[src/rtl/ras_ckpt.sv]
// Circular return-address stack with checkpoint/restore for the frontend
// branch predictor. Pushing onto a full stack overwrites the oldest entry.
// The top entry and a checkpoint word {tos, cnt, top} are presented every
// cycle, and a saved checkpoint can be loaded back after a mispredict.
module ras_ckpt #(
   parameter  int DEPTH  = 8,
   parameter  int VLEN   = 39,
   localparam int PTR_W  = $clog2(DEPTH),
   localparam int CNT_W  = $clog2(DEPTH + 1),
   localparam int CKPT_W = PTR_W + CNT_W + VLEN
) (
   input  logic              clk_i,
   input  logic              rst_i,
   input  logic              flush_i,
   input  logic              push_i,
   input  logic              pop_i,
   input  logic [VLEN-1:0]   data_i,
   input  logic              restore_i,
   input  logic [CKPT_W-1:0] restore_ckpt_i,
   output logic              top_valid_o,
   output logic [VLEN-1:0]   top_ra_o,
   output logic [CKPT_W-1:0] ckpt_o,
   output logic              overflow_o,
   output logic              underflow_o
);

   localparam logic [CNT_W-1:0] CNT_FULL = CNT_W'(DEPTH);
   localparam logic [CNT_W-1:0] CNT_ONE  = CNT_W'(1);
   localparam logic [PTR_W-1:0] PTR_ONE  = PTR_W'(1);

   logic [VLEN-1:0]  mem_r [DEPTH];
   logic [PTR_W-1:0] tos_r;
   logic [CNT_W-1:0] cnt_r;

   logic [PTR_W-1:0] tos_nxt_s;
   logic [CNT_W-1:0] cnt_nxt_s;
   logic             wr_en_s;
   logic [PTR_W-1:0] wr_idx_s;
   logic [VLEN-1:0]  wr_data_s;
   logic             overflow_s;
   logic             underflow_s;
   logic             empty_s;

   logic [PTR_W-1:0] rs_tos_s;
   logic [CNT_W-1:0] rs_cnt_s;
   logic [VLEN-1:0]  rs_ra_s;

   assign rs_tos_s = restore_ckpt_i[CKPT_W-1 -: PTR_W];
   assign rs_cnt_s = restore_ckpt_i[VLEN +: CNT_W];
   assign rs_ra_s  = restore_ckpt_i[VLEN-1:0];
   assign empty_s  = (cnt_r == {CNT_W{1'b0}});

   // Next-state decode: reset > flush > restore > push/pop; losers are dropped.
   always_comb begin
      tos_nxt_s   = tos_r;
      cnt_nxt_s   = cnt_r;
      wr_en_s     = 1'b0;
      wr_idx_s    = tos_r;
      wr_data_s   = data_i;
      overflow_s  = 1'b0;
      underflow_s = 1'b0;
      if (rst_i) begin
         wr_en_s = 1'b0;
      end else if (flush_i) begin
         tos_nxt_s = {PTR_W{1'b0}};
         cnt_nxt_s = {CNT_W{1'b0}};
      end else if (restore_i) begin
         // Rewrite the top slot, which a wrong-path push/replace may have clobbered
         tos_nxt_s = rs_tos_s;
         cnt_nxt_s = rs_cnt_s;
         wr_en_s   = 1'b1;
         wr_idx_s  = rs_tos_s;
         wr_data_s = rs_ra_s;
      end else begin
         case ({push_i, pop_i})
            2'b10: begin
               tos_nxt_s = tos_r + PTR_ONE;
               wr_en_s   = 1'b1;
               wr_idx_s  = tos_r + PTR_ONE;
               if (cnt_r == CNT_FULL) begin
                  overflow_s = 1'b1;
               end else begin
                  cnt_nxt_s = cnt_r + CNT_ONE;
               end
            end
            2'b01: begin
               if (empty_s) begin
                  underflow_s = 1'b1;
               end else begin
                  tos_nxt_s = tos_r - PTR_ONE;
                  cnt_nxt_s = cnt_r - CNT_ONE;
               end
            end
            2'b11: begin
               wr_en_s = 1'b1;
               if (empty_s) begin
                  // Nothing to replace: acts as a plain push onto an empty stack
                  tos_nxt_s = tos_r + PTR_ONE;
                  wr_idx_s  = tos_r + PTR_ONE;
                  cnt_nxt_s = CNT_ONE;
               end else begin
                  wr_idx_s = tos_r;
               end
            end
            default: begin
               wr_en_s = 1'b0;
            end
         endcase
      end
   end

   // Pointer, occupancy and entry storage update.
   always_ff @(posedge clk_i) begin
      if (rst_i) begin
         tos_r <= {PTR_W{1'b0}};
         cnt_r <= {CNT_W{1'b0}};
         for (int i = 0; i < DEPTH; i++) begin
            mem_r[i] <= {VLEN{1'b0}};
         end
      end else begin
         tos_r <= tos_nxt_s;
         cnt_r <= cnt_nxt_s;
         if (wr_en_s) begin
            mem_r[wr_idx_s] <= wr_data_s;
         end
      end
   end

   assign top_valid_o = ~empty_s;
   assign top_ra_o    = empty_s ? {VLEN{1'b0}} : mem_r[tos_r];
   assign ckpt_o      = {tos_r, cnt_r, mem_r[tos_r]};
   assign overflow_o  = overflow_s;
   assign underflow_o = underflow_s;

endmodule

[config.mk]
export PLATFORM = sky130hd
export DESIGN_NAME = ras_ckpt
export DESIGN_NICKNAME = d
export VERILOG_FILES = /design/src/rtl/ras_ckpt.sv
export SDC_FILE = /design/constraint.sdc
export NUM_CORES = 1
export LEC_CHECK = 0
export CORE_MARGIN = 1
export CORE_UTILIZATION = 40
export DETAILED_ROUTE_END_ITERATION = 8
export HOLD_SLACK_MARGIN = 0.08
export PLACE_DENSITY_LB_ADDON = 0.05
export SLEW_MARGIN = 25
export SYNTH_ARGS = -nofsm -noshare
export SYNTH_HDL_FRONTEND = slang
export SYNTH_SLANG_ARGS = --single-unit
[constraint.sdc]
create_clock -name clk_i -period 4.99 [get_ports clk_i]
set_input_delay 0.499 -clock clk_i [delete_from_list [all_inputs] [get_ports clk_i]]
set_output_delay 0.499 -clock clk_i [all_outputs]
set_load 0.01 [all_outputs]
---- After elaboration in Yosys (flattened, before gate mapping) ----
Memories as Yosys holds them, arrays and structs flattened. A register that Yosys moved wholly into a read port is not among the register bits.
Cells that the tools add are included.
operators by class
  add/sub/neg operators ................... 4
  eq/ne operators ......................... 7
  mux-type cells .......................... 41
  bitwise gates (word level) .............. 1
  reduce and logical (&&, ||, !) cells .... 7
operators with widths
  cell                   count
  $mux W39               5
  $reduce_or A39 Y1      1
  $mux W3                9
  $mux W1                20
  $mux W4                4
  $pmux W4 S3            1
  $ne A3 B3 Y1 const B   3
  $pmux W3 S3            1
  $pmux W3 S2            1
  $add A4 B1 Y4 const B  1
  $eq A2 B2 Y1 const B   2
  $eq A4 B4 Y1 const B   1
  $logic_not A4 Y1       1
  $reduce_and A4 Y1      1
  $reduce_bool A4 Y1     1
  $reduce_or A2 Y1       2
  $sub A4 B1 Y4 const B  1
  $add A3 B1 Y3 const B  1
  $sub A3 B1 Y3 const B  1
  $eq A2 B1 Y1 const B   1
  $reduce_and A2 Y1      1
  $not A1 Y1             1
word-level totals
  register bits ........................... 7
  bits in writable memories ............... 312
  output and inout bits ................... 88
  memories ................................ 1
memory list
  memory  depth  bits a word  rd ports  clocked after Yosys merged registers in  write ports  RTL line  RTL
  mem_r   8      39           1         1                                        8            31        logic [VLEN-1:0] mem_r [DEPTH];

---- Longest topological paths before layout ----
Gate-level depths: netlist (run 1).
  depth after elaboration ................. 11
  mapped depth ............................ 9

---- Worst setup path before layout (run 1) ----
Ideal clock, no wire load.
  kind .................................... register to register
  from .................................... register cnt_r[3]
  to ...................................... memory mem_r[0][0], enable pin
  setup time .............................. 0.444 ns
  arrival ................................. 3.930 ns
  required time ........................... 4.546 ns
  path slack .............................. 0.617 ns
  cell stages (with the launch flop) ...... 10
  path through ............................ dfxtp_1 -> buf_6 -> or4_1 -> buf_2 -> mux2i_1 -> o32ai_1 -> nand2b_1 -> buf_2 -> buf_2 -> o21bai_1
RTL lines
  element                 RTL line  RTL
  from (decl)             33        logic [CNT_W-1:0] cnt_r;
  from (signal assigned)  116       cnt_r <= {CNT_W{1'b0}};
  from (signal assigned)  122       cnt_r <= cnt_nxt_s;
  to (decl)               31

==> results.txt, run 1 <==
After detailed routing, the number of remaining DRC violations is 0. The sequential cell area in the final layout is roughly 9600 sq um. The core footprint is around 37000 sq um.

The path category of the worst min-delay check is register to register. The level count of the clock H-tree is 2. The die area came out at 38800 sq um. The mean instance size in the synthesized netlist is about 14 sq um. During placement, the flow inserted port buffers numbering ~180. The critical path goes through or4_2 -> mux2_4 -> a21oi_1 -> nand2b_4 -> buf_4 -> nor3_1. TritonCTS created 36 clock buffers. The per-cell routed wire length came out at about 23 microns. The most used flip-flop cell after synthesis is sky130_fd_sc_hd__edfxtp_1. The clock transition at the registers of the reported paths is around 60 ps. The commonest cells after synthesis are sky130_fd_sc_hd__edfxtp_1 (312), sky130_fd_sc_hd__nor3_1 (239), sky130_fd_sc_hd__nor2_1 (94). The post-synth net total came out at about 1100. The final-layout worst hold slack came out at approximately 600 ps. The initial utilization of the core area, before any placement, comes to 0.405. Of all cell types, the one taking the most synthesized area is sky130_fd_sc_hd__edfxtp_1.

The combined area of all synthesized cells came out at between 15000 and 20000 sq um. For this run, the number of Yosys warnings is 0. The routed design has just under 40000 microns of wire.

Once layout is complete, the utilization of the core stands at 0.495. The setup path with the least slack is of type register to register. The internal power component came out at 4.93 mW. The area growth from synthesis to layout is 22.2%. The final worst-path setup slack came out at about 1200 ps.

In this run the tightest slew margin relative to its limit is 0.339. The routed via count is roughly 9500. The CTS tree is built.

The post-route antenna net violation count came out at 0. The number of inserted diodes came out at 0. The final number of max-transition violations came out at 0. The global routing usage summed across all routing layers is 0.209. The top-level port count came out at between 150 and 200. The final-report hold violation count is 0.

In this design, the stage delay of the slowest critical-path cell is 1040 ps. The share of total power in sequential cells is 0.488. The half-perimeter wire length of the detailed placement result is 23000 microns. The part of the total power dissipated in the clock network came out at 0.376. The switching share of power came out at 0.240. The post-route fraction of the period consumed by the critical path is 0.758.

The total negative setup slack is 0 ps. The area of the multi-input gates is slightly above 5000 sq um. The fraction of synthesized cell area taken by the top area cell type is 0.617. The critical path's slowest cell is sky130_fd_sc_hd__or4_2. The buffers inserted during post-CTS setup optimization came out at 0.

The number of synthesized register bits is roughly 320. Summed over all cells, the static leakage comes to about 6.0 nW. The post-synthesis cell count came out at between 1000 and 1500. Data on the critical path is required at its endpoint by ~5200 ps. After global routing the overflow that remains totals 0. The initial detailed-routing violation count came out at 758. CTS saw between 300 and 400 sinks. For this run, asynchronously set or reset flops after synthesis account for 0. The total placed instance area came out at between 15000 and 20000 sq um.

The number of buffers on the longest clock path is 3. The clock tree skew after final layout came out at 13.8 ps. The sequential area share after synthesis came out at 0.630. The fraction of final layout cells with drive strength greater than 1 is 0.180. The initial antenna violation count came out at 0. The fill cell total of the finished layout came out at roughly 3300. The largest fanout of any net on the critical path is 44. The combinational power share is 0.136.

Setup violations remaining at the end of the flow were counted as 0. The total of max-cap violations came out at 0. The buffer cell driving the clock tree root is sky130_fd_sc_hd__clkbuf_16. In this run the horizontal extent of the chip is just under 200 microns.

After clock tree synthesis, the flow added hold-fix buffers numbering 0. The reported net switching power came out at 1.55 mW. The via density per instance came out at around 5.5. For the worst setup path, the data arrival time is ~4000 ps. The actual transition at the worst max-transition pin is between 900 and 1000 ps. The clock period minus worst slack came out at between 3000 and 4000 ps. The number of global-route vias before repair is 9874. The floorplan has 71 rows. IR analysis of the VDD net gives a maximum drop of about 0.00021 V. Clock latency on the worst-skew pair, taken at its later pin, is between 500 and 600 ps. Yosys instantiated no cell more often than sky130_fd_sc_hd__edfxtp_1. The design area is between 15000 and 20000 sq um. The overall die height is between 150 and 200 microns. The worst setup path is launched from a register.

The flow ran to the end, and the final reports show no timing, DRC or antenna violations. The number of different library cells in the post-synthesis netlist came out at between 40 and 50. The top achievable clock speed is 0.265 GHz.

Ranked by total cell area, the synthesized netlist is headed by sky130_fd_sc_hd__edfxtp_1 (62%), sky130_fd_sc_hd__mux4_2 (12%), sky130_fd_sc_hd__nor3_1 (7.9%). Setup repair after global routing left no endpoint under its margin. The worst setup path is captured at a register. The count of nets after finishing came out at roughly 1300. The placer's final routability congestion estimate is 0.807. The wire length of the first global-routing pass is between 60000 and 70000 microns. The iteration count of the initial detailed-routing pass came out at 5. The count of flip-flops with a built-in enable after synthesis came out at 312. The number of gates resized after CTS was 0.

OpenSTA, run right after detailed placement, puts the worst setup slack at just under 1000 ps. The ratio of total power to cell area came out at about 350 nW/um^2. Entering global routing, the biggest net connects a little under 80 pins.
[sequential cells by signal (all words and copies together) (netlist names), named ones only]
name,count
mem_r,312
cnt_r,4
tos_r,3
[power groups by stage]
stage | Sequential [mW] | Combinational, mW | Clock [mW]
6_report | 3.16 | 0.880 | 2.44
5_1_grt | 3.17 | 0.949 | 2.59
4_1_cts | 3.16 | 0.898 | 2.49
3_5_place_dp | 3.22 | 0.895 | 0
3_3_place_gp | 3.22 | 0.894 | 0
2_1_floorplan | 3.18 | 0.513 | 0
[cells in the final DEF, fill, tap and decap left out, types with 3 or more instances in the layout]
cell | netlist | routed
sky130_fd_sc_hd__clkinv_2 | 0 | 6
sky130_fd_sc_hd__nor3_1 | 239 | 239
sky130_fd_sc_hd__mux2i_1 | 41 | 41
sky130_fd_sc_hd__edfxtp_1 | 312 | 312
sky130_fd_sc_hd__mux4_2 | 79 | 79
sky130_fd_sc_hd__ha_1 | 4 | 4
sky130_fd_sc_hd__nand2_1 | 10 | 9
sky130_fd_sc_hd__nor2_1 | 94 | 93
sky130_fd_sc_hd__o21bai_4 | 0 | 7
sky130_fd_sc_hd__nand3_1 | 6 | 6
sky130_fd_sc_hd__mux2_2 | 40 | 40
sky130_fd_sc_hd__buf_12 | 0 | 6
sky130_fd_sc_hd__and2_1 | 39 | 39
sky130_fd_sc_hd__buf_4 | 3 | 25
sky130_fd_sc_hd__dfxtp_1 | 10 | 7
sky130_fd_sc_hd__o32ai_1 | 3 | 3
sky130_fd_sc_hd__clkbuf_1 | 40 | 8
sky130_fd_sc_hd__nand2b_1 | 7 | 4
sky130_fd_sc_hd__clkbuf_16 | 0 | 37
sky130_fd_sc_hd__o21ai_0 | 5 | 5
sky130_fd_sc_hd__clkinv_1 | 0 | 9
sky130_fd_sc_hd__inv_1 | 7 | 7
sky130_fd_sc_hd__clkdlybuf4s50_1 | 0 | 178
sky130_fd_sc_hd__xnor2_1 | 5 | 5
sky130_fd_sc_hd__a21oi_1 | 9 | 9
[worst paths after layout]
kind / from / end / slack (ps) / cells after the start
worst min-delay path: cnt_r[2] / cnt_r[2] / 600 / 2
worst max register to register: cnt_r[3] / mem_r[0][16] / 1210 / 6
worst min register to register: cnt_r[2] / cnt_r[2] / 600 / 2
worst max-delay path: cnt_r[3] / mem_r[0][16] / 1210 / 6
[through the flow]
step / power (mW) / instances
after floorplan: 3.69 / 1048
after global placement: 4.11 / 1665
after detailed placement: 4.11 / 1665
after CTS: 6.55 / 1728
after global routing: 6.71 / 1728
final: 6.48 / 1728
[cells by family after synthesis]
family	synth area share
XOR/XNOR	0.00288
AO/OA/AOI/OAI	0.0208
AND/OR/NAND/NOR	0.128
adder cells (fa/ha/maj)	0.00461
flip-flops	0.630
buffers and inverters	0.0389
multiplexers	0.175
[worst max-delay path, delay by kind of cell (launching register included)]
family / cells / cell delay [ps]
AND/OR/NAND/NOR: 3 / 1700
buffers and inverters: 1 / 560
multiplexers: 1 / 410
flip-flops: 1 / 420
AO/OA/AOI/OAI: 1 / 360
[metal layers]
| metal | vias to the layer above | share of wire | global-route usage |
|---|---|---|---|
| met5 | - | 0 | 0 |
| met4 | 0 | 0.018 | 0.0500 |
| met1 | 4904 | 0.43 | 0.275 |
| li1 | 4355 | - | - |
| met2 | 229 | 0.51 | 0.366 |
| met3 | 49 | 0.040 | 0.0281 |
[layout make-up]
cell class	count	area share
sequential	322	0.516
tap	511	0.0344
clock buffer	45	0.0515
clock inverter	18	0.00600
multi-input combinational	616	0.278
timing repair buffer	209	0.113
inverter	7	0.00142
Note: power is estimated with default switching activity, not from simulation.
==> run 2: changes to the inputs <==
==> constraint.sdc (replaced) <==
create_clock -name clk_i -period 3.5 [get_ports clk_i]
set_input_delay 0.35 -clock clk_i [delete_from_list [all_inputs] [get_ports clk_i]]
set_output_delay 0.35 -clock clk_i [all_outputs]
set_load 0.01 [all_outputs]
==> run 2 against run 1 <==
  * Utilization up 1.7 points
  * Non-clock buffer count up 64
  * Worst setup slack worse by 950 ps
  * Wire length down 0.52%
  * Clock power up 40%
  * Combinational power up 55%
  * Critical path depth down 1
  * Clock skew up 12 ps
  * Sequential power up 42%
  * Final area up 3.4%
  * Worst hold slack worse by 150 ps
  * First-iteration DRC count down 10%
  * Critical endpoint is now top_ra_o[33]
==> results.txt, run 2 (synthesis gave the netlist of run 1 again) <==
The initial antenna violation count is 1. The number of buffers inserted by port buffering came out at ~180. The half-perimeter wire length of the detailed placement result came out at approximately 23000 microns. Clock-pin slew was measured on the worst setup and hold paths at roughly 50 ps. The wire length reported by the detailed router is between 30000 and 40000 microns. Measured along the y axis, the die boundary spans a little under 200 microns. In this run the worst path has a maximum fanout of 19. The die boundary width came out at about 200 microns. The ratio of total power to cell area came out at between 400 and 500 nW/um^2. The worst setup path is captured at a primary output. After detailed routing, the number of vias per cell comes to about 5.4. The data required time of the critical path is about 3200 ps. No sink is reached through more buffers than the 3 on the longest clock path. The core footprint came out at 37500 sq um. The depth of the most critical reg-to-reg path is 7. Across all hold checks on the routed design, the worst slack comes to ~450 ps. The combinational power share came out at 0.147. The sequential cell area in the final layout came out at about 9600 sq um. Walking the worst path, the cells encountered are buf_12 -> mux4_2 -> mux2_2 -> and2_1 -> clkdlybuf4s50_1. The worst path needs roughly 3200 ps of the cycle, external delays included.

TritonCTS built the clock tree. The flip-flop count of the largest register after layout came out at roughly 310. The reported net switching power is between 2 and 2.5 mW. The number of clock buffers inserted by TritonCTS is 36. The top-level port count came out at approximately 180. Internal power comes to 7.08 mW. The total of cells resized after clock tree synthesis is 0. The per-cell routed wire length is about 22 microns.

The top achievable clock speed is 0.308 GHz. The tree is rooted in a sky130_fd_sc_hd__clkbuf_16. For the final database, setup skew stands at about 26 ps.

After detailed placement, the design holds a cell count of roughly 1700. The tool flagged a number of max-cap violations equal to 0. The placer's final routability congestion estimate came out at ~0.75. The largest registers in the layout are mem_r (312), cnt_r (4), tos_r (3). In this run the core area contains 71 standard-cell rows. Setup repair after global routing left no endpoint under its margin. The total negative setup slack is 0 ps. The worst reg-to-reg setup slack is roughly 610 ps. Buffers inserted to repair hold after CTS numbered 0.

The worst setup path is of the register to primary output kind. Total power for the finished layout comes to roughly 9 mW. Of the total power, registers draw 0.485. In the routed design, unresolved DRC markers number 0. The worst stage delay on the critical path came out at roughly 650 ps. The area growth from synthesis to layout came out at 26.3%.

Setup violations remaining at the end of the flow were counted as 0. The startpoint identified for the worst register-to-register timing path is cnt_r[2]. The top cell types in the final layout, fill and taps aside, are sky130_fd_sc_hd__edfxtp_1 (312), sky130_fd_sc_hd__nor3_1 (239), sky130_fd_sc_hd__clkdlybuf4s50_1 (178), sky130_fd_sc_hd__nor2_1 (93), sky130_fd_sc_hd__mux4_2 (79).

The static leakage is between 6 and 7 nW. The pin count of the biggest net entering global routing is between 80 and 90. The worst hold path stage count is 3. The initial core utilization is 0.405. The routed via count came out at between 9000 and 10000. The capture instance of the worst register-to-register path is mem_r[0][19].

The fraction of final layout cells with drive strength greater than 1 is 0.217. The worst path arrival time came out at 2900 ps. The number of global-route vias before repair was between 10000 and 15000. The die area is 38800 sq um. The post-route antenna net violation count came out at 0. The final worst-path setup slack is between 200 and 300 ps. The iteration count of the initial detailed-routing pass came out at 7.

The initial detailed-routing violation count is slightly below 700. The total clock sinks is between 300 and 400. Counting flops per register, the top entry is mem_r. The buffers inserted during post-CTS setup optimization came out at 0.

The post-placement worst setup slack came out at roughly 520 ps. The actual transition at the worst max-transition pin came out at roughly 680 ps. The post-route fraction of the period consumed by the critical path came out at 0.927. The final number of max-transition violations is 0. Leaving out fill and tap cells, the most frequent cell in the layout is sky130_fd_sc_hd__edfxtp_1.

The filler cells instantiated in the layout total approximately 3300. STA classifies the critical path startpoint as a register. Among cell families on the critical path, the largest total delay comes from multiplexers. The startpoint identified for the worst hold timing path is restore_ckpt_i[39].

The final-report hold violation count came out at 0. The share of total power dissipated in the clock network is 0.368. The endpoint of the worst hold-timing path is cnt_r[0]. For this run, the total global-route usage over all layers was measured as 0.208.

The wire length of the first global-routing pass is a little over 60000 microns. The headroom to the max-slew limit came out at 0.533. The count of nets after finishing is approximately 1400. The number of inserted diodes came out at 0. Of the total power, the share spent switching nets is 0.235. The later-pin clock latency in the skew report is 520 ps. The path class of the tightest hold or removal check is input port to register. For this run the aggregate overflow at the end of global routing stands at 0.

The run finished with clean final reports. The combined buffer and inverter count along the critical path came out at 2. The finished layout holds approximately 1800 standard cells, fillers aside. The multi-input combinational cells in the finished layout cover a total of 5160 sq um.

The critical path's slowest cell is sky130_fd_sc_hd__dfxtp_4. Across the VDD grid, the largest voltage drop is 0.000287 V. The level count of the clock H-tree came out at 2.
[run 2: cell type report]
type,instances,share of cell area
well taps,511,0.0333
inverters,7,0.00137
multi-input cells,616,0.269
clock buffers,52,0.0523
flip-flops and latches,322,0.499
repair buffers,273,0.142
clock inverters,8,0.00228
[run 2: tightest hold or removal path, stage by stage]
cell and delay (ps):
sky130_fd_sc_hd__clkdlybuf4s50_1 410, sky130_fd_sc_hd__nor2_1 90, sky130_fd_sc_hd__nor3_1 50
[run 2: how the worst max path moves through the flow]
stage / from / to / slack, ps / depth (start not counted)
after floorplan: cnt_r[3] / mem_r[7][0] / 10 / 9
after global placement: pop_i / mem_r[0][13] / 590 / 8
after detailed placement: pop_i / mem_r[0][13] / 520 / 8
after CTS: register / top_ra_o[29] / 170 / 5
after global routing: register / top_ra_o[33] / 100 / 5
final: register / top_ra_o[33] / 250 / 5
[run 2: routing by layer]
metal	up-vias	share of wire	wire, microns	GRT usage
met3	52	0.041	1610	0.0270
met4	0	0.018	710	0.0508
met1	4992	0.42	16500	0.268
met2	234	0.52	20400	0.369
li1	4471	-	-	-
met5	-	0	0	0
[run 2: metrics by stage]
stage / utilization / instance area (sq um)
3_3_place_gp: 0.484 / 18100
4_1_cts: 0.512 / 19200
3_5_place_dp: 0.484 / 18100
6_report: 0.512 / 19200
5_1_grt: 0.512 / 19200
2_1_floorplan: - / 15200
[run 2: power by group through the flow]
stage	sequential, mW	clock (mW)	combinational [mW]
final	4.49	3.41	1.36
after detailed placement	4.57	0	1.39
after floorplan	4.53	0	0.736
after CTS	4.49	3.48	1.39
after global placement	4.56	0	1.38
after global routing	4.51	3.62	1.47
==> run 3: changes to the inputs <==
--- a/config.mk
+++ b/config.mk
@@ -5,6 +5,8 @@
 export SDC_FILE = /design/constraint.sdc
 export NUM_CORES = 1
 export LEC_CHECK = 0
+export CELL_PAD_IN_SITES_DETAIL_PLACEMENT = 1
+export CELL_PAD_IN_SITES_GLOBAL_PLACEMENT = 2
 export CORE_MARGIN = 1
 export CORE_UTILIZATION = 40
 export DETAILED_ROUTE_END_ITERATION = 8
==> run 3 against run 2 <==
  * Worst setup slack improved by 79 ps
  * Via count rose by 1.5%
  * Final cell count fell by 0.11%
  * Clock power is 4% higher
  * Non-clock buffer count fell by 3
  * Global-route usage rose by 1.7 points
  * Critical path depth did not move
  * Combinational power rose by 3%
  * Sequential power about the same
  * Clock-buffer cell count decreased by 7
  * Maximum frequency grew 2.5%
  * Total power grew 1.8%
  * Critical endpoint is now top_ra_o[31]
==> results.txt, run 3 (synthesis gave the netlist of run 1 again) <==
The clock transition at the registers of the reported paths is 60 ps. The top cell types in the final layout, fill and taps aside, are sky130_fd_sc_hd__edfxtp_1 (312), sky130_fd_sc_hd__nor3_1 (239), sky130_fd_sc_hd__clkdlybuf4s50_1 (178), sky130_fd_sc_hd__nor2_1 (93), sky130_fd_sc_hd__mux4_2 (79). The total of cells resized after clock tree synthesis is 0. The number of clock buffers inserted by TritonCTS came out at 36. For this run, the top clock speed supported by timing is 0.316 GHz. The clock tree skew after final layout is 11.7 ps. The die area came out at around 39000 sq um. In the final layout, the share of cells above drive strength 1 is 0.218. The core footprint came out at about 37000 sq um. The final-report hold violation count is 0. The number of global-route vias before repair came out at 10523. For the worst flop-to-flop path, the logic depth is 6. The data required time of the critical path came out at about 3200 ps. The startpoint-to-endpoint class of the critical path is register to primary output. After the last flow step, the layout net total stands at 1349. Setup violations remaining at the end of the flow were counted as 0. The fill cell total of the finished layout is around 3700. The quantity of hold-fixing buffers added after cts came out at 0. After floorplanning, the core was divided into a little over 70 placement rows. The half-perimeter wire length of the detailed placement result is 25300 microns. The level count of the clock H-tree is 2.

The register with the most flip-flops is mem_r. The worst register-to-register path begins at cnt_r[3]. The completed layout was analyzed and its total power is around 9.4 mW. The die boundary width is 197 microns. The post-route antenna net violation count came out at 0. In this run the tightest slew margin relative to its limit is 0.400. The worst path arrival time came out at 2820 ps. The post-placement worst setup slack came out at around 450 ps.

The pin count of the biggest net entering global routing came out at between 60 and 70. The global route total overflow is 0. The tree is rooted in a sky130_fd_sc_hd__clkbuf_16.

The flip-flop count of the largest register after layout came out at roughly 310. The initial detailed-routing violation count is roughly 630. The worst hold path stage count is 3. The final worst-path setup slack is between 300 and 400 ps. The wire length reported by the detailed router is 42300 microns.

In this run the critical register-to-register path is captured at mem_r[1][18]. The iteration count of the initial detailed-routing pass is 5. STA classifies the critical path startpoint as a register.

The routed layout has approximately 9900 vias. The most critical setup path has its endpoint at top_ra_o[31]. The library cell used most frequently in the layout, excluding fill and tap cells, is sky130_fd_sc_hd__edfxtp_1. The total negative setup slack came out at 0 ps. After detailed routing, the average wire length per cell comes to 23.7 microns.

In the routed layout, each cell is associated on average with a via count of 5.54. In this run the worst hold path is classified as input port to register. Across every metal layer, demand over resource in global routing totals 0.225. The placer's final routability congestion estimate came out at ~0.82. The number of buffers on the longest clock path came out at 3. The number of buffers inserted by port buffering is between 150 and 200. The initial core utilization is 0.405. Dividing total power by cell area gives a power density of approximately 490 nW/um^2. The later pin in the worst-skew pair is clocked with a latency of 510 ps. The static leakage is about 6.3 nW. The overall die height came out at between 150 and 200 microns. Relative to the synthesized area, the layout overhead comes to 26.8%.

The initial antenna violation count is 0. The total placed instance area came out at 18200 sq um. TritonCTS built the clock tree. The wire length of the first global-routing pass came out at around 65000 microns. The number of inserted diodes came out at 0. The total of max-cap violations is 0. The total clock sinks came out at between 300 and 400.

The buffers inserted during post-CTS setup optimization is 0. Walking the worst path, the cells encountered are buf_4 -> mux4_2 -> mux2_2 -> and2_1 -> clkdlybuf4s50_1. Setup repair after global routing left no endpoint under its margin. Of all nets on the critical path, the largest fanout is 18. The clock period minus worst slack is 3170 ps. The worst setup path is captured at a primary output. In this run the count of I/O pins placed on the die edge is 179. The final number of max-transition violations is 0.

The largest voltage drop on the vdd net came out at 0.000278 V. The run finished with clean final reports. In the final layout, the registers with the most flip-flops are mem_r (312), cnt_r (4), tos_r (3). After detailed routing, the number of remaining DRC violations is 0. The design area is slightly below 20000 sq um. On the critical path, the stage with the largest delay is an instance of sky130_fd_sc_hd__mux4_2.

The post-route fraction of the period consumed by the critical path came out at 0.905. The worst stage delay on the critical path is 580 ps. For the pin with the worst max-slew slack, the measured transition is around 890 ps. Across all register-to-register paths, the minimum setup slack is 500 ps.
run 3: cell types whose count changed in the layout (fill, tap and decap cells not counted), moves of 2 or more:
cell and change:
sky130_fd_sc_hd__buf_12 +6, sky130_fd_sc_hd__buf_4 -9, sky130_fd_sc_hd__bufinv_16 +2, sky130_fd_sc_hd__clkbuf_1 -6, sky130_fd_sc_hd__clkinv_1 +3, sky130_fd_sc_hd__clkinv_2 +4
run 3: metal layers:
layer	vias up	GRT usage	share of wire
li1	4471	-	-
met5	-	0	0
met4	0	0.0477	0.015
met3	44	0.0257	0.030
met2	195	0.395	0.52
met1	5186	0.301	0.44
run 3: cell type report:
cell class	count	area [sq um]	area share
clock buffers	45	956	0.0496
clock inverters	16	119	0.00617
inverters	7	26.3	0.00136
multi-input cells	616	5160	0.268
flip-flops and latches	322	9580	0.497
well taps	511	639	0.0332
repair buffers	270	2790	0.145
run 3: how the worst min path moves through the flow:
stage	from	end	slack, ps
floorplan	restore_ckpt_i[45]	register	480
global placement	cnt_r[2]	cnt_r[2]	640
detailed placement	cnt_r[2]	cnt_r[2]	630
CTS	restore_ckpt_i[39]	cnt_r[0]	410
global route	restore_ckpt_i[39]	cnt_r[0]	450
finish	restore_ckpt_i[39]	cnt_r[0]	420
run 3: per-stage QoR:
stage          cells  hold WS (ps)  utilization
2_1_floorplan   1048           481            -
3_3_place_gp    1726           637        0.485
3_5_place_dp    1726           631        0.485
4_1_cts         1787           406        0.514
5_1_grt         1787           448        0.514
6_report        1787           420        0.514
run 3: worst max-delay path, delay by kind of cell, from the launching register on:
family	cells	cell delay [ps]
buf+inv	2	860
flops	1	390
mux	2	880
simple gates	1	160
run 3: report_power, final:
group | switching, mW | leakage, nW | internal (mW)
clock | 1.47 | 0.527 | 2.07
sequential | 0.0672 | 3.26 | 4.41
combinational | 0.712 | 2.56 | 0.690
